<file path="src/rtl/instr_fetch_ctrl_if.sv">
// Fetch-side bus: ROM read port, decode-facing valid/ready output, redirect and halt.
interface instr_fetch_ctrl_if #(
  parameter int unsigned ADDR_W = 20,
  parameter int unsigned DATA_W = 20
) ();
  logic              fetch_en;
  logic [ADDR_W-1:0] rom_addr;
  logic [DATA_W-1:0] rom_data;
  logic [DATA_W-1:0] instr;
  logic [ADDR_W-1:0] instr_pc;
  logic              instr_valid;
  logic              instr_ready;
  logic              redirect_valid;
  logic [ADDR_W-1:0] redirect_pc;
  logic              halt;

  modport master (
    input  fetch_en, rom_data, instr_ready, redirect_valid, redirect_pc,
    output rom_addr, instr, instr_pc, instr_valid, halt
  );

  modport slave (
    output fetch_en, rom_data, instr_ready, redirect_valid, redirect_pc,
    input  rom_addr, instr, instr_pc, instr_valid, halt
  );
endinterface

</file>
<file path="src/rtl/instr_fetch_ctrl.sv">
// Instruction fetch sequencer: owns the PC, reads the ROM combinationally and
// buffers one instruction word toward decode over a valid/ready handshake.
module instr_fetch_ctrl #(
  parameter int unsigned ADDR_W    = 20,
  parameter int unsigned DATA_W    = 20,
  parameter int unsigned ROM_DEPTH = 20,
  parameter int unsigned RESET_PC  = 0
) (
  input  logic                clk,
  input  logic                rst,
  instr_fetch_ctrl_if.master  bus
);

  typedef enum logic [1:0] {StIdle, StFetch, StHalt} state_e;

  state_e            state_q, state_d;
  logic [ADDR_W-1:0] pc_q, pc_d;
  logic [DATA_W-1:0] instr_q, instr_d;
  logic [ADDR_W-1:0] instr_pc_q, instr_pc_d;
  logic              valid_q, valid_d;
  logic              halt_q, halt_d;

  logic in_range;
  logic handshake;
  logic out_free;

  assign in_range  = 32'(pc_q) < ROM_DEPTH;
  assign handshake = valid_q & bus.instr_ready;
  assign out_free  = ~valid_q | bus.instr_ready;

  always_comb begin
    state_d    = state_q;
    pc_d       = pc_q;
    instr_d    = instr_q;
    instr_pc_d = instr_pc_q;
    valid_d    = valid_q;
    halt_d     = halt_q;

    if (handshake) begin
      valid_d = 1'b0;
    end

    if (bus.redirect_valid) begin
      // Redirect flushes the buffer; a same-cycle handshake has already been taken.
      pc_d    = bus.redirect_pc;
      valid_d = 1'b0;
      halt_d  = 1'b0;
      state_d = StFetch;
    end else begin
      unique case (state_q)
        StIdle: begin
          if (bus.fetch_en) begin
            state_d = StFetch;
          end
        end
        StFetch: begin
          if (!in_range) begin
            state_d = StHalt;
            halt_d  = 1'b1;
          end else if (!bus.fetch_en) begin
            state_d = StIdle;
          end else if (out_free) begin
            instr_d    = bus.rom_data;
            instr_pc_d = pc_q;
            valid_d    = 1'b1;
            pc_d       = pc_q + 1'b1;
          end
        end
        StHalt: begin
        end
        default: begin
          state_d = StIdle;
        end
      endcase
    end
  end

  always_ff @(posedge clk) begin
    if (rst) begin
      state_q    <= StIdle;
      pc_q       <= ADDR_W'(RESET_PC);
      instr_q    <= '0;
      instr_pc_q <= '0;
      valid_q    <= 1'b0;
      halt_q     <= 1'b0;
    end else begin
      state_q    <= state_d;
      pc_q       <= pc_d;
      instr_q    <= instr_d;
      instr_pc_q <= instr_pc_d;
      valid_q    <= valid_d;
      halt_q     <= halt_d;
    end
  end

  assign bus.rom_addr    = pc_q;
  assign bus.instr       = instr_q;
  assign bus.instr_pc    = instr_pc_q;
  assign bus.instr_valid = valid_q;
  assign bus.halt        = halt_q;

endmodule

</file>
<file path="src/flat_wrapper.sv">
// flat-port wrapper written by rule: the top's interface ports become plain ports
module instr_fetch_ctrl_flat 
#(
  parameter int unsigned ADDR_W    = 20,
  parameter int unsigned DATA_W    = 20,
  parameter int unsigned ROM_DEPTH = 20,
  parameter int unsigned RESET_PC  = 0
)
  (clk, rst, bus_fetch_en, bus_rom_data, bus_instr_ready, bus_redirect_valid, bus_redirect_pc, bus_rom_addr, bus_instr, bus_instr_pc, bus_instr_valid, bus_halt);
  instr_fetch_ctrl_if #(.ADDR_W(ADDR_W), .DATA_W(DATA_W)) bus_i ();
  input  logic clk;
  input  logic rst;
  input wire logic [$bits(bus_i.fetch_en)-1:0] bus_fetch_en;
  input wire logic [$bits(bus_i.rom_data)-1:0] bus_rom_data;
  input wire logic [$bits(bus_i.instr_ready)-1:0] bus_instr_ready;
  input wire logic [$bits(bus_i.redirect_valid)-1:0] bus_redirect_valid;
  input wire logic [$bits(bus_i.redirect_pc)-1:0] bus_redirect_pc;
  output wire logic [$bits(bus_i.rom_addr)-1:0] bus_rom_addr;
  output wire logic [$bits(bus_i.instr)-1:0] bus_instr;
  output wire logic [$bits(bus_i.instr_pc)-1:0] bus_instr_pc;
  output wire logic [$bits(bus_i.instr_valid)-1:0] bus_instr_valid;
  output wire logic [$bits(bus_i.halt)-1:0] bus_halt;
  assign bus_i.fetch_en = bus_fetch_en;
  assign bus_i.rom_data = bus_rom_data;
  assign bus_i.instr_ready = bus_instr_ready;
  assign bus_i.redirect_valid = bus_redirect_valid;
  assign bus_i.redirect_pc = bus_redirect_pc;
  assign bus_rom_addr = bus_i.rom_addr;
  assign bus_instr = bus_i.instr;
  assign bus_instr_pc = bus_i.instr_pc;
  assign bus_instr_valid = bus_i.instr_valid;
  assign bus_halt = bus_i.halt;
  instr_fetch_ctrl #(.ADDR_W(ADDR_W), .DATA_W(DATA_W), .ROM_DEPTH(ROM_DEPTH), .RESET_PC(RESET_PC)) u_core (.clk(clk), .rst(rst), .bus(bus_i));
endmodule
</file>
<file path="config.mk">
export PLATFORM = sky130hd
export DESIGN_NAME = instr_fetch_ctrl_flat
export DESIGN_NICKNAME = d
export VERILOG_FILES = /design/src/rtl/instr_fetch_ctrl_if.sv /design/src/rtl/instr_fetch_ctrl.sv /design/src/flat_wrapper.sv
export SDC_FILE = /design/constraint.sdc
export NUM_CORES = 1
export LEC_CHECK = 0
export ABC_AREA = 0
export BUFFER_PORTS_ARGS = -buffer_cell sky130_fd_sc_hd__buf_2
export CORE_MARGIN = 3
export CORE_UTILIZATION = 40
export CTS_BUF_LIST = sky130_fd_sc_hd__clkbuf_8 sky130_fd_sc_hd__clkbuf_16
export CTS_CLUSTER_DIAMETER = 120
export DETAILED_ROUTE_END_ITERATION = 8
export PLACE_DENSITY = 0.69
export SLEW_MARGIN = 30
export SYNTH_ARGS = -nofsm -noshare
export SYNTH_HDL_FRONTEND = slang
export SYNTH_SLANG_ARGS = --single-unit
</file>
<file path="constraint.sdc">
create_clock -name clk -period 4 [get_ports clk]
set_clock_uncertainty 0.15 [all_clocks]
set_input_delay 0 -clock clk [delete_from_list [all_inputs] [get_ports clk]]
set_output_delay 0 -clock clk [all_outputs]
set_load 0.05 [all_outputs]
</file>
==> impl_metrics.py <==
metrics = {
    "status": {
        "status": "finished clean",
    },
    "logic_synthesis": {
        "synth_edf_count": 0,
        "synth_area_leaders": "dfxtp_1 53%, nand4_1 6.7%, mux2i_1 6.2%",
        "yosys_warnings": 0,
        "synth_largest_area_cell": "dfxtp_1",
        "ys_types": 31,
        "yosysSeqAreaShare_pct": 52.7,
        "synth_top_area_share_pct": 52.7,
        "avgSynthCellArea_um2": 9.35,
        "ys.flop_type": "dfxtp_1",
        "synth_seq_cells": 64,
        "async_flop_share_pct": 0,
        "syn_area_um2": 2430,
        "syn_nets": 306,
        "synth_cells": 260,
    },
    "sta": {
        "report.final.hold_viol_count": 0,
        "rsz0062_at_grt": "no",
        "finalMaxSlewViolations": 0,
        "period_needed_ns": 2.84,
        "relSlewSlack_pct": 34.7,
        "hold_ws_ns": 0.0241,
        "setup_viol": 0,
        "setup_tns_ns": 0,
        "min_period_over_period_pct": 71.1,
        "tightestPinTransition_ns": 0.980,
        "fmax_mhz": 352,
    },
    "die": {
        "core.rowCount": 27,
        "start_util_pct": 42.6,
        "io_pins": 107,
        "die_area_um2": 7050,
        "die_h_um": 84.0,
        "die_x_um": 84.0,
        "core_um2": 5710,
    },
    "critical_path": {
        "critPathCaptureType": "flip-flop",
        "critPathLaunch": "u_core.bus.rom_addr[16]$_SDFFE_PP0P_",
        "worstSetupPathType": "flip-flop to flip-flop",
        "timing.rr.start": "u_core.bus.rom_addr[16]$_SDFFE_PP0P_",
        "required_ns": 4.09,
        "startpoint_type": "flip-flop",
        "cp_max_fo": 34,
        "arrival_ns": 2.93,
    },
    "flow_run": {
        "cap_viol_max_count": 0,
    },
    "global_routing": {
        "overflow": 0,
        "grt_pass1_wl_um": 11300,
        "grt.total_usage_pct": 19.3,
        "first_global_vias": 2384,
        "antenna_found_initial": 0,
        "grt_max_degree": 64,
    },
    "detailed_routing": {
        "drc": 0,
        "ant_nets": 0,
        "vias": 2496,
        "drt-pass1-iter-count": 4,
        "wirelength_um": 6930,
        "viasPerCell": 5.25,
        "wl_per_cell_um": 14.6,
        "drt_iter0_markers": 161,
    },
    "power": {
        "ir_worst_vdd_mv": 0.262,
        "seqPwrFrac_pct": 44.3,
        "p_sw_mw": 0.377,
        "switching_share_pct": 25.1,
        "power.density_nw_per_um2": 412,
        "p_leak_nw": 1.63,
        "clockPowerShare_pct": 42.0,
        "power_frac_comb_pct": 13.7,
        "p_int_mw": 1.13,
    },
    "place": {
        "place_congestion": 0.724,
        "dp_hpwl_um": 4090,
        "io_buffer_count": 106,
    },
    "final_layout": {
        "layout_commonest_cell": "buf_2",
        "fin_nets": 444,
        "final_cell_mix": "105 x buf_2, 64 x dfxtp_1, 42 x dlygate4sd3_1, 30 x o21ai_0",
        "synthToLayoutAreaGrowth_pct": 50.2,
        "multiInputGateArea_um2": 1050,
        "diodes": 0,
        "seqCellArea_um2": 1280,
        "fillers": 493,
        "drive_gt1_share_pct": 31.5,
    },
    "clock_network": {
        "ctsRootBufferMaster": "clkbuf_8",
        "cts_made_buffers": 9,
        "htreeDepth": 3,
        "cts_tree": "done",
        "clock_sinks": 64,
        "clock_path_buffers": 2,
        "clk_pin_slew_ns": 0.07,
        "clk-insertion-delay-late_ns": 0.33,
        "cts.repair.resized": 0,
    },
    "hold_path": {
        "hold_class": "primary input to flip-flop",
        "hold_start": "rst",
    },
}
worst max-delay path: stages (launching register included):
cell,delay (ns)
dfxtp_1,0.33
or3_4,0.41
or4b_2,1.02
or4_1,0.59
a311oi_1,0.25
metal layers:
metal / wire (um) / GRT usage, %
met5: 0 / 0
met4: 105 / 7.16
met3: 428 / 4.44
met2: 3210 / 30.8
met1: 3180 / 25.5
worst paths after layout:
path | slack, ns | cells after the start | to
max | 1.16 | 4 | u_core.bus.rom_addr[3]$_SDFFE_PP0P_
min | 0.02 | 2 | u_core.bus.rom_addr[7]$_SDFFE_PP0P_
max reg2reg | 1.16 | 4 | u_core.bus.rom_addr[3]$_SDFFE_PP0P_
min reg2reg | 0.31 | 2 | u_core.bus.halt$_SDFFE_PP0P_
what timing repair did:
item | in CTS | in global routing
hold endpoints to repair | 42 | 0
setup buffers | 0 | 0
hold buffers | 42 | 0
endpoints found under the setup margin | 0 | 0
logic make-up after synthesis:
kind of cell	synth area share (%)
compound gates	15.2
fa+ha+maj	0.515
buf+inv	4.53
flops	52.7
mux	6.18
simple gates	20.8
layout make-up:
class,count,share of cell area (%)
Tap cell,72,2.47
Clock inverter,4,1.85
Multi-Input combinational cell,167,28.7
Clock buffer,12,4.52
Inverter,4,0.411
Sequential cell,64,35.1
Timing Repair Buffer,152,26.9
power groups by stage:
stage | clock network [mW] | logic [mW] | registers (mW)
4_1_cts | 0.641 | 0.203 | 0.667
2_1_floorplan | 0 | 0.0704 | 0.728
6_report | 0.632 | 0.206 | 0.668
5_1_grt | 0.681 | 0.222 | 0.670
3_5_place_dp | 0 | 0.172 | 0.681
3_3_place_gp | 0 | 0.171 | 0.681
state kept, by name, indices dropped and copies added, names as in the netlist:
signal and flops:
u_core.bus.instr_valid 1, u_core.state_q 2, u_core.bus.rom_addr 20, u_core.bus.halt 1
u_core.bus.instr_pc 20, u_core.bus.instr 20
synth_stat cells, types with 3 or more instances:
master,instances
nor3b_1,16
inv_1,3
nand3_1,3
o21ai_0,30
nor4_1,4
nand4_1,26
a311oi_1,4
a21oi_1,26
dfxtp_1,64
clkbuf_1,24
mux2i_1,15
nor2_1,21
stage by stage:
stage | cell area (um^2) | setup slack (ns) | std cells | total power [mW] | util (%)
after floorplan | 2430 | 1.47 | 260 | 0.798 | -
after global placement | 3000 | 1.20 | 417 | 0.851 | 52.5
after detailed placement | 3000 | 1.14 | 417 | 0.854 | 52.5
after CTS | 3650 | 1.13 | 475 | 1.51 | 63.9
after global routing | 3650 | 1.04 | 475 | 1.57 | 63.9
final | 3650 | 1.16 | 475 | 1.51 | 63.9
No activity file was read; power rests on OpenSTA's default activity.
